File: src/rtl/alu_result_display.sv
// alu_result_display: shows the 8-bit ALU result on three active-low
// seven-segment digits.
// Each change of `result` is converted to BCD by a sequential double-dabble
// engine (one shift-and-add-3 step per cycle). The display digits are then
// reloaded, with optional leading-zero blanking.
//
// Parameters:
//   BLANK_LZ  1 = blank leading zero digits (units never blanked), 0 = show all
// Ports:
//   clk     system clock, rising edge
//   rst     synchronous active-high reset
//   result  unsigned ALU result, sampled only while idle
//   hex0    units digit, active-low {g,f,e,d,c,b,a}
//   hex1    tens digit, same encoding
//   hex2    hundreds digit, same encoding
//   bcd     displayed value {hundreds, tens, units}
//   busy    high while a conversion is in flight
module alu_result_display #(
  parameter bit BLANK_LZ = 1'b1
) (
  input  logic       clk,
  input  logic       rst,
  input  logic [7:0] result,
  output logic [6:0] hex0,
  output logic [6:0] hex1,
  output logic [6:0] hex2,
  output logic [11:0] bcd,
  output logic       busy
);

  localparam int unsigned DATA_W = 8;
  localparam int unsigned BCD_W  = 12;
  localparam int unsigned SEG_W  = 7;
  localparam int unsigned CNT_W  = 4;
  localparam int unsigned DIGITS = 3;

  localparam logic [CNT_W-1:0] LAST_ITER = CNT_W'(DATA_W - 1);
  localparam logic [SEG_W-1:0] SEG_ZERO  = 7'b1000000;
  localparam logic [SEG_W-1:0] SEG_BLANK = 7'b1111111;
  // Upper digits come out of reset showing what a zero value should look like
  localparam logic [SEG_W-1:0] HEX_HI_RST = BLANK_LZ ? SEG_BLANK : SEG_ZERO;

  typedef enum logic [1:0] {
    S_IDLE    = 2'd0,
    S_CONVERT = 2'd1,
    S_UPDATE  = 2'd2
  } state_e;

  state_e             state_q,   state_d;
  logic [DATA_W-1:0]  last_q,    last_d;
  logic [DATA_W-1:0]  shift_q,   shift_d;
  logic [BCD_W-1:0]   scratch_q, scratch_d;
  logic [CNT_W-1:0]   count_q,   count_d;
  logic [BCD_W-1:0]   bcd_q,     bcd_d;
  logic [SEG_W-1:0]   hex0_q,    hex0_d;
  logic [SEG_W-1:0]   hex1_q,    hex1_d;
  logic [SEG_W-1:0]   hex2_q,    hex2_d;
  logic               busy_q,    busy_d;

  logic [BCD_W-1:0]   adj;
  logic [3:0]         dig_h, dig_t, dig_u;

  // BCD digit to active-low gfedcba; non-decimal codes show blank
  function automatic logic [SEG_W-1:0] seg_encode(input logic [3:0] d);
    logic [SEG_W-1:0] s;
    case (d)
      4'd0:    s = 7'b1000000;
      4'd1:    s = 7'b1111001;
      4'd2:    s = 7'b0100100;
      4'd3:    s = 7'b0110000;
      4'd4:    s = 7'b0011001;
      4'd5:    s = 7'b0010010;
      4'd6:    s = 7'b0000010;
      4'd7:    s = 7'b1111000;
      4'd8:    s = 7'b0000000;
      4'd9:    s = 7'b0010000;
      default: s = SEG_BLANK;
    endcase
    return s;
  endfunction

  // Add-3 correction of every scratch nibble before the shift
  always_comb begin
    adj = scratch_q;
    for (int i = 0; i < DIGITS; i++) begin
      if (adj[4*i +: 4] >= 4'd5) begin
        adj[4*i +: 4] = adj[4*i +: 4] + 4'd3;
      end
    end
  end

  assign dig_h = scratch_q[11:8];
  assign dig_t = scratch_q[7:4];
  assign dig_u = scratch_q[3:0];

  // Next-state and next-output logic
  always_comb begin
    state_d   = state_q;
    last_d    = last_q;
    shift_d   = shift_q;
    scratch_d = scratch_q;
    count_d   = count_q;
    bcd_d     = bcd_q;
    hex0_d    = hex0_q;
    hex1_d    = hex1_q;
    hex2_d    = hex2_q;

    case (state_q)
      S_IDLE: begin
        if (result != last_q) begin
          last_d    = result;
          shift_d   = result;
          scratch_d = '0;
          count_d   = '0;
          state_d   = S_CONVERT;
        end
      end
      S_CONVERT: begin
        {scratch_d, shift_d} = {adj, shift_q} << 1;
        count_d = count_q + CNT_W'(1);
        if (count_q == LAST_ITER) begin
          state_d = S_UPDATE;
        end
      end
      S_UPDATE: begin
        bcd_d  = scratch_q;
        hex0_d = seg_encode(dig_u);
        hex1_d = (BLANK_LZ && dig_h == 4'd0 && dig_t == 4'd0) ? SEG_BLANK : seg_encode(dig_t);
        hex2_d = (BLANK_LZ && dig_h == 4'd0) ? SEG_BLANK : seg_encode(dig_h);
        state_d = S_IDLE;
      end
      default: begin
        state_d = S_IDLE;
      end
    endcase

    busy_d = (state_d != S_IDLE);
  end

  // State and output registers
  always_ff @(posedge clk) begin
    if (rst) begin
      state_q   <= S_IDLE;
      last_q    <= '0;
      shift_q   <= '0;
      scratch_q <= '0;
      count_q   <= '0;
      bcd_q     <= '0;
      hex0_q    <= SEG_ZERO;
      hex1_q    <= HEX_HI_RST;
      hex2_q    <= HEX_HI_RST;
      busy_q    <= 1'b0;
    end else begin
      state_q   <= state_d;
      last_q    <= last_d;
      shift_q   <= shift_d;
      scratch_q <= scratch_d;
      count_q   <= count_d;
      bcd_q     <= bcd_d;
      hex0_q    <= hex0_d;
      hex1_q    <= hex1_d;
      hex2_q    <= hex2_d;
      busy_q    <= busy_d;
    end
  end

  assign hex0 = hex0_q;
  assign hex1 = hex1_q;
  assign hex2 = hex2_q;
  assign bcd  = bcd_q;
  assign busy = busy_q;

endmodule

File: config.mk
export PLATFORM = sky130hd
export DESIGN_NAME = alu_result_display
export DESIGN_NICKNAME = d
export VERILOG_FILES = /design/src/rtl/alu_result_display.sv
export SDC_FILE = /design/constraint.sdc
export NUM_CORES = 1
export LEC_CHECK = 0
export CAP_MARGIN = 15
export CORE_ASPECT_RATIO = 1.4
export CORE_UTILIZATION = 56
export DETAILED_ROUTE_END_ITERATION = 8
export PLACE_DENSITY_LB_ADDON = 0.15
export REMOVE_ABC_BUFFERS = 1
export SLEW_MARGIN = 5
export SYNTH_ARGS = -nofsm -noshare
export SYNTH_HDL_FRONTEND = slang
export SYNTH_SLANG_ARGS = --single-unit
File: constraint.sdc
create_clock -name clk -period 3.73 [get_ports clk]
set_clock_uncertainty 0.05 [all_clocks]
set_input_delay 0.746 -clock clk [delete_from_list [all_inputs] [get_ports clk]]
set_output_delay 0.746 -clock clk [all_outputs]
set_load 0.005 [all_outputs]
* Word level (Yosys, flattened, before mapping)
Memory sizes are Yosys's and may differ from the RTL's. A register that Yosys moved wholly into a read port is not among the register bits.
Cells that the tools add are included.
** Cells by class
- Add/subtract/negate cells :: 4
- Magnitude comparators :: 3
- Eq/ne operators :: 5
- Muxes and demuxes :: 18
- Reduce and logical (&&, ||, !) cells :: 8
** Operator list (count)
- two-way mux 4 bit :: 7
- one-hot mux 12 bit (2 select lines) :: 1
- one-hot mux 8 bit (2 select lines) :: 1
- two-way mux 7 bit :: 2
- >= comparator 4 x 3 -> 1 bit (second input constant) :: 3
- two-way mux 12 bit :: 1
- adder 4 x 2 -> 4 bit (second input constant) :: 2
- logical NOT 4 bit :: 2
- two-way mux 8 bit :: 1
- != test 8 bit :: 1
- one-hot mux 4 bit (2 select lines) :: 1
- adder 4 x 1 -> 4 bit (second input constant) :: 1
- equality test 4 x 3 -> 1 bit (second input constant) :: 1
- two-way mux 2 bit :: 2
- one-hot mux 2 bit (2 select lines) :: 1
- AND reduction 2 bit :: 2
- nonzero test 2 bit :: 2
- adder 3 x 2 -> 3 bit (second input constant) :: 1
- two-way mux 3 bit :: 1
- equality test 2 x 1 -> 1 bit (second input constant) :: 1
- equality test 2 bit (second input constant) :: 1
- logical NOT 2 bit :: 1
- != test 2 bit (second input constant) :: 1
- logical AND 1 bit :: 1
** Word-level totals
- Register bits :: 61
- ROM bits :: 336
- Input port bits :: 10
- Output and inout port bits :: 34
- Word-level logic and storage cells :: 50
- Memories :: 3
** Memory list
- (no name shown) :: depth 16, width 7, read ports 1, clocked after memory_dff 1, write ports 0, RTL line 66 : case (d)
- (no name shown) :: depth 16, width 7, read ports 1, clocked after memory_dff 1, write ports 0, RTL line 66
- (no name shown) :: depth 16, width 7, read ports 1, clocked after memory_dff 1, write ports 0, RTL line 66

* Depth between registers and ports, before layout
Gate-level depths: netlist of the first run.
- Depth in word-level cells :: 5
- Depth in mapped cells :: 12

* Worst setup path after synthesis of the first run
OpenSTA, ideal clock, no wires.
- Path type :: input port to flip-flop
- Start point :: in result[4]
- End point :: reg with a tool-made name
- Data arrival time :: 2.741 ns
- Required time :: 3.585 ns
- Setup slack :: 0.843 ns
- Cell stages on the path :: 10
- Buffers on the path :: 1
- Cell sequence :: xnor2_1 > nand4_2 > o31ai_4 > buf_4 > a22oi_1 > nor2_1 > inv_1 > ha_1 > mux2_2 > a221oi_1
** RTL lines
- from (decl) :: RTL line 23 : input logic [7:0] result,

==> impl_metrics.ini, run 1 <==
[floorplanning]
die_y_um = 100
num_rows = 35
core_sq_um = 6610
start_util = 0.584
dieArea_sq_um = 7230
ioPinCount = 44
die_width_um = 72.2

[power]
power.share.clock = 0.391
p_switching_uw = 361
sw_frac_of_total = 0.224
seq_power_share = 0.558
leakagePower_uw = 0.00167
intPower_uw = 1250
ir_worst_vdd_v = 0.000327
comb_power_share = 0.051
power.density_nw_per_um2 = 354

[clock_network]
post-cts-setup-buffers = 0
cts_root_buffer = clkbuf_8
htree_num_levels = 3
cts.clk_slew.worst_paths_ns = 0.08
clkSinkCount = 82
cts_resized = 0
cts_max_path_buffers = 2
clock_latency_ns = 0.35
cts_tree = built
numCtsBuffers = 9
cts_hold_buf = 0

[layout]
fill_cells = 553
drive_gt1_frac = 0.0709
seq_area_sq_um = 1640
nets = 521
final_cell_mix = dfxtp_1 (82), nand2_1 (60), nor2_1 (56)
num_antenna_cells = 0
final_common_cell = dfxtp_1
area_delta_synth_final_pct = 17.8
instances_no_fill = 586
multi_input_area_sq_um = 2030

[timing]
hold_viol = 0
setup_tns_ns = 0
slew_violations = 0
setup_viol = 0
fin_crit_sh = 0.859
rsz0062_at_grt = no
relSlewSlack = 0.398
fmax_mhz = 312
period_needed_ns = 3.20
tightestPinTransition_ns = 0.902

[global_routing]
grt_pass1_vias = 2972
grt-busiest-layer = met2
track_usage = 0.227
grtUsageMet3 = 0.0472
grt.overflow.total = 0
grt_pass1_wl_um = 13000
grt_max_degree = 41
antenna_found_initial = 0
use_met1 = 0.263
grt_util_met2 = 0.395

[run]
maxCapViolCount = 0

[synth]
synth_xor_area_frac = 0.0318
synth_cell_type_count = 55
synth-edff-count = 0
synth_top_family_by_area = compound AO/OA/AOI/OAI gates
async_flop_share = 0
synth_area_per_cell_sq_um = 8.48
yosys.area.top_type = dfxtp_1
synthTopCellsByArea = dfxtp_1 (43%), ha_1 (7.1%), nand2_1 (5.8%)
synth_area_sq_um = 3860
synthSimpleGateAreaFrac = 0.189
syn_inst = 455
synth_top_cell_area_share = 0.425
yosysSeqAreaShare = 0.425
yosys_warnings = 0
synth-adder-area-share = 0.0713
synthFlopType = dfxtp_1
synth-seq-cells = 82
synth-compound-area-share = 0.203
muxShareOfSynthArea = 0.0292

[place]
portBuffers = 43
gp_congestion = 0.823
dp_hpwl_um = 5560
post-place-cells = 570

[outcome]
outcome = completed

[drt]
drt_iter0_drc = 154
drc = 0
firstDrtPassIters = 5
ant_nets = 0
dr_total_vias = 3234
drt-total-wl_um = 7780
wl_per_cell_um = 13.3
viasPerCell = 5.52

[worst_hold_path]
hold_end = hex2[6]$_SDFFE_PP1N_
min_path_cells = 2
hp-class = flip-flop to flip-flop

[setup_path]
arrival_ns = 3.43
crit_type = primary input to flip-flop
crit_path_start_kind = primary input
cp_max_fo = 6
critPathRequiredTime_ns = 3.96
ff2ff_setup_slack_ns = 0.88
r2r_start = scratch_q[1]$_SDFFE_PP0N_
critPathCaptureType = flip-flop
rr_worst_depth = 11
-- logic make-up after synthesis --
kind of cell,Yosys count
and+or+nand+nor,162
AOI/OAI and AO/OA,114
DFF,82
xor gates and xnor gates,14
muxes,11
adders and majority gates,22
buffers and inverters,50
-- critical path, stage by stage --
cell and delay, ns:
clkdlybuf4s50_1 0.45, xnor2_1 0.26, nand4_2 0.22, o31ai_4 0.41
a2bb2oi_1 0.17, nor2_1 0.22, inv_1 0.12, ha_1 0.30
or3b_1 0.38, a21oi_1 0.15
-- worst max path at each step --
stage | from | end | slack (ns) | depth (start not counted)
after floorplan | result[4] | flip-flop | 0.76 | 9
after global placement | result[5] | flip-flop | 0.29 | 10
after detailed placement | result[5] | flip-flop | 0.16 | 10
after CTS | result[5] | flip-flop | 0.52 | 10
after global routing | result[5] | flip-flop | 0.35 | 10
final | result[5] | flip-flop | 0.53 | 10
-- metrics by stage --
step                total power [uW]  utilization  hold slack [ns]  instance area, sq um  setup slack [ns]
floorplan                        960            -            0.371                  3750             0.763
global placement                 998        0.658            0.378                  4350             0.291
detailed placement              1000        0.658            0.383                  4350             0.160
CTS                             1630        0.687            0.401                  4550             0.522
global route                    1670        0.687            0.412                  4550             0.349
finish                          1610        0.687            0.399                  4550             0.528
-- per-layer routing --
layer / vias to the layer above / part of all wire
met3: 11 / 0.031
li1: 1648 / -
met4: 0 / 0.019
met1: 1504 / 0.43
met5: - / 0
met2: 71 / 0.52
-- power groups by stage --
stage	logic (uW)	registers, uW	clock network (uW)
after floorplan	43.8	916	0
after global placement	81.0	917	0
after detailed placement	82.3	918	0
after CTS	82.5	897	647
after global routing	89.9	900	677
final	82.1	897	630
-- cells in the mapped netlist, types with 2 or more instances --
library cell and instances:
a211o_1 2, inv_1 22, mux2i_1 9, a32oi_1 2, dfxtp_1 82, a221oi_1 4, a311oi_1 9, o221ai_1 2
nor3b_1 2, a2bb2oi_1 3, clkbuf_1 22, buf_2 3, a21oi_2 3, nand3_1 2, nand2_1 60, o21ai_0 14
buf_1 2, nand2b_1 20, ha_1 22, a22oi_1 6, nor3_1 7, a21oi_1 34, o211ai_1 2, nor2b_1 4
xnor2_1 13, o22ai_1 15, or3b_1 2, a21o_1 2, nor2_1 57, a211oi_1 2, o311ai_1 2
-- final cells by class --
class                   instances  area share
repair buffers                 51       0.107
flip-flops and latches         82       0.361
inverters                      22      0.0182
clock inverters                 5      0.0118
multi-input cells             323       0.446
well taps                      92      0.0253
clock buffers                  11      0.0311
Power figures use the tool's default switching activity.
==> run 2, diff against run 1 <==
- CORE_ASPECT_RATIO: 1.4 -> 0.5
- CTS_CLUSTER_SIZE: unset -> 12
==> run 2 against run 1 <==
  * Combinational power is 0.6% higher
  * Clock power grew 36%
  * Sequential cell count is the same
  * Critical path depth rose by 1
  * Non-clock buffer count did not move
  * Cell count is 0.68% lower
==> impl_metrics.ini, run 2 (same netlist as run 1, synthesis figures left out) <==
[outcome]
outcome = completed

[timing]
slew_violations = 0
period_needed_ns = 3.25
rsz0062_at_grt = no
fin_crit_sh = 0.870
hold_viol = 0
tightestPinTransition_ns = 0.788
relSlewSlack = 0.472
setup_tns_ns = 0
fin_ws_ns = 0.485
fmax_mhz = 308
setup_viol = 0

[global_routing]
grt_pass1_vias = 2863
grt.overflow.total = 0
grt_max_degree = 46
antenna_found_initial = 0
track_usage = 0.249
grt_pass1_wl_um = 13800

[clock_network]
htree_num_levels = 3
cts.clk_slew.worst_paths_ns = 0.06
clkSinkCount = 82
numCtsBuffers = 9
cts_root_buffer = clkbuf_16
cts_hold_buf = 0
cts_resized = 0
cts_tree = built
clock_latency_ns = 0.34
cts_max_path_buffers = 2
post-cts-setup-buffers = 0

[drt]
dr_total_vias = 3200
drt-total-wl_um = 8170
drt_iter0_drc = 317
ant_nets = 0
viasPerCell = 5.50
firstDrtPassIters = 4
drc = 0
wl_per_cell_um = 14.0

[floorplanning]
dieArea_sq_um = 7250
start_util = 0.607
ioPinCount = 44
die_width_um = 119
die_y_um = 60.7
num_rows = 20
core_sq_um = 6360

[worst_hold_path]
hp-class = flip-flop to flip-flop

[setup_path]
critPathCaptureType = flip-flop
cp_max_fo = 5
crit_type = primary input to flip-flop
crit_path_start_kind = primary input
arrival_ns = 3.46
critPathRequiredTime_ns = 3.95

[place]
dp_slack_ns = 0.206
portBuffers = 43
dp_hpwl_um = 5500
gp_congestion = 0.882

[run]
maxCapViolCount = 0

[layout]
drive_gt1_frac = 0.0688
final_common_cell = dfxtp_1
num_antenna_cells = 0
area_delta_synth_final_pct = 20.0
nets = 521
final_cell_mix = dfxtp_1 (82), nand2_1 (60), nor2_1 (56)

[power]
ir_worst_vdd_v = 0.000370
power.density_nw_per_um2 = 397
leakagePower_uw = 0.00171
[run 2: cell count changes in the layout (fill, tap and decap cells not counted)]
cell and delta:
clkinvlp_4 +2, clkinv_4 -1, clkinv_2 -1, clkbuf_1 +1
clkbuf_16 +9, clkbuf_8 -10
[run 2: worst max-delay path, stage by stage]
cell	delay, ns
clkdlybuf4s50_1	0.52
xnor2_1	0.14
nand4_1	0.28
o31ai_4	0.29
buf_4	0.18
a2bb2oi_1	0.11
nor2_1	0.23
inv_1	0.13
ha_1	0.30
or3b_1	0.38
a21oi_1	0.16
[run 2: path summary, 6_finish.rpt]
kind	from	cells after the start	slack (ns)	end
worst min register to register	flip-flop	2	0.39	hex2[6]$_SDFFE_PP1N_
worst max register to register	scratch_q[4]$_SDFFE_PP0N_	11	0.91	flip-flop
worst max-delay path	result[3]	11	0.48	flip-flop
worst min-delay path	flip-flop	2	0.39	hex2[6]$_SDFFE_PP1N_
[run 2: report_power, final]
part	switching [uW]	internal [uW]
Clock	343	516
Combinational	47.3	35.4
Sequential	10.3	889
Total	400	1440
[run 2: final cells by class]
cell class              count  area [sq um]
well taps                  88           110
repair buffers             51           485
clock inverters             5          55.1
multi-input cells         323          2030
flip-flops and latches     82          1640
fillers                   497          1720
clock buffers              11           233
inverters                  22          82.6
[run 2: per-stage QoR]
step	area [sq um]	power [uW]	hold slack (ns)	util	instances
after floorplan	3750	960	0.371	-	427
after global placement	4350	998	0.375	0.684	566
after detailed placement	4350	999	0.385	0.684	566
after CTS	4630	1850	0.399	0.729	582
after global routing	4630	1900	0.418	0.729	582
final	4630	1840	0.394	0.729	582
[run 2: per-layer routing]
layer | up-vias | track usage | wire, um
met4 | 0 | 0.0929 | 125
met3 | 13 | 0.0799 | 484
met1 | 1455 | 0.340 | 4200
met2 | 84 | 0.372 | 3360
li1 | 1648 | - | -
met5 | - | 0 | 0
==> run 3, diff against run 2 <==
- PLACE_DENSITY: unset -> 0.86
- PLACE_DENSITY_LB_ADDON: 0.15 -> unset
==> run 3 against run 2 <==
  * First-iteration DRC count decreased by 30%
  * Power increased by 2.1%
  * Sequential cell count unchanged
  * Register-to-register slack got worse by 0.12 ns
  * Highest routed layer unchanged
  * Combinational power about the same
  * Clock-buffer cell count increased by 2
  * Die area unchanged
  * Critical path depth decreased by 1
  * Cell count decreased by 0.52%
  * Worst hold slack about the same
  * Non-clock buffer count decreased by 2
  * Sequential share of layout area about the same
==> impl_metrics.ini, run 3 (same netlist as run 1, synthesis figures left out) <==
[outcome]
outcome = completed

[drt]
firstDrtPassIters = 5
drc = 0
drt-total-wl_um = 8080
dr_total_vias = 3290
drt_iter0_drc = 221
viasPerCell = 5.68
ant_nets = 0
wl_per_cell_um = 14.0

[clock_network]
htree_num_levels = 3
clkSinkCount = 82
clock_latency_ns = 0.34
cts_tree = built
cts_hold_buf = 0
cts_max_path_buffers = 2
cts.clk_slew.worst_paths_ns = 0.05
cts_resized = 0
numCtsBuffers = 9
post-cts-setup-buffers = 0
cts_root_buffer = clkbuf_16

[power]
power.density_nw_per_um2 = 405
finalPower_uw = 1880
ir_worst_vdd_v = 0.000271
leakagePower_uw = 0.00171

[layout]
multi_input_area_sq_um = 2030
fill_cells = 462
seq_area_sq_um = 1640
nets = 519
final_common_cell = dfxtp_1
final_cell_mix = dfxtp_1 (82), nand2_1 (60), nor2_1 (56)
drive_gt1_frac = 0.0652
area_delta_synth_final_pct = 20.1
num_antenna_cells = 0
instances_no_fill = 579

[floorplanning]
core_sq_um = 6360
num_rows = 20
start_util = 0.607
die_y_um = 60.7
ioPinCount = 44
die_width_um = 119
dieArea_sq_um = 7250

[worst_hold_path]
hold_end = hex2[2]$_SDFFE_PP1N_
hp-class = flip-flop to flip-flop
min_path_cells = 2

[setup_path]
r2r_start = scratch_q[1]$_SDFFE_PP0N_
ff2ff_setup_slack_ns = 0.79
crit_type = primary input to flip-flop
critPathCaptureType = flip-flop
cp_max_fo = 5
arrival_ns = 3.41
crit_path_start_kind = primary input
critPathRequiredTime_ns = 3.94
rr_worst_depth = 11

[global_routing]
track_usage = 0.245
grt.overflow.total = 0
grt_max_degree = 44
grt_pass1_wl_um = 13600
grt_pass1_vias = 2914
antenna_found_initial = 0

[timing]
hold_viol = 0
slew_violations = 0
tightestPinTransition_ns = 0.792
period_needed_ns = 3.20
rsz0062_at_grt = no
fmax_mhz = 312
relSlewSlack = 0.469
setup_viol = 0
setup_tns_ns = 0
fin_crit_sh = 0.859

[run]
maxCapViolCount = 0

[place]
portBuffers = 43
dp_hpwl_um = 5300
gp_congestion = 0.857
post-place-cells = 564
-- run 3: cell types whose count changed in the layout (fill, tap and decap cells not counted), sizes merged --
cell,previous run,this run
clkinv,2,1
clkinvlp,2,0
buf,9,7
clkbuf,11,13
-- run 3: worst max-delay path by stage --
stage                         start        end  slack [ns]  cells past startpoint
after global routing      result[4]  flip-flop        0.32                     10
after CTS                 result[4]  flip-flop        0.54                     10
after floorplan           result[4]  flip-flop        0.76                      9
after detailed placement  result[4]  flip-flop        0.19                     10
final                     result[4]  flip-flop        0.53                     10
after global placement    result[6]  flip-flop        0.26                     10
-- run 3: per-stage QoR --
| step | setup slack, ns | cell area, sq um | hold slack [ns] | utilization |
|---|---|---|---|---|
| floorplan | 0.763 | 3750 | 0.371 | - |
| global placement | 0.263 | 4330 | 0.376 | 0.681 |
| detailed placement | 0.188 | 4330 | 0.384 | 0.681 |
| CTS | 0.539 | 4640 | 0.398 | 0.729 |
| global route | 0.323 | 4640 | 0.410 | 0.729 |
| finish | 0.526 | 4640 | 0.394 | 0.729 |
-- run 3: routing by layer --
| layer | global-route usage | vias up | wire length (um) |
|---|---|---|---|
| met4 | 0.0821 | 0 | 101 |
| met1 | 0.321 | 1546 | 3880 |
| met3 | 0.0827 | 10 | 532 |
| li1 | - | 1635 | - |
| met2 | 0.388 | 99 | 3570 |
| met5 | 0 | - | 0 |
-- run 3: critical path: stages --
cell             delay, ns
clkdlybuf4s50_1       0.53
xnor2_1               0.15
nand4_2               0.22
o31ai_4               0.39
a2bb2oi_1             0.19
nor2_1                0.22
inv_1                 0.11
ha_1                  0.30
or3b_1                0.37
a21oi_1               0.17
-- run 3: area by class of cell --
class	count	area share
timing repair buffer	49	0.101
multi-input combinational	323	0.437
clock buffer	13	0.0583
sequential	82	0.354
inverter	22	0.0178
clock inverter	2	0.00756
tap	88	0.0238
-- run 3: power by group --
group	internal [uW]	total (uW)	leakage [uW]	switching, uW
clock network	568	898	0.000152	330
registers	889	899	0.000665	10.0
logic	35.2	82.4	0.000896	47.2
total	1490	1880	0.00171	388
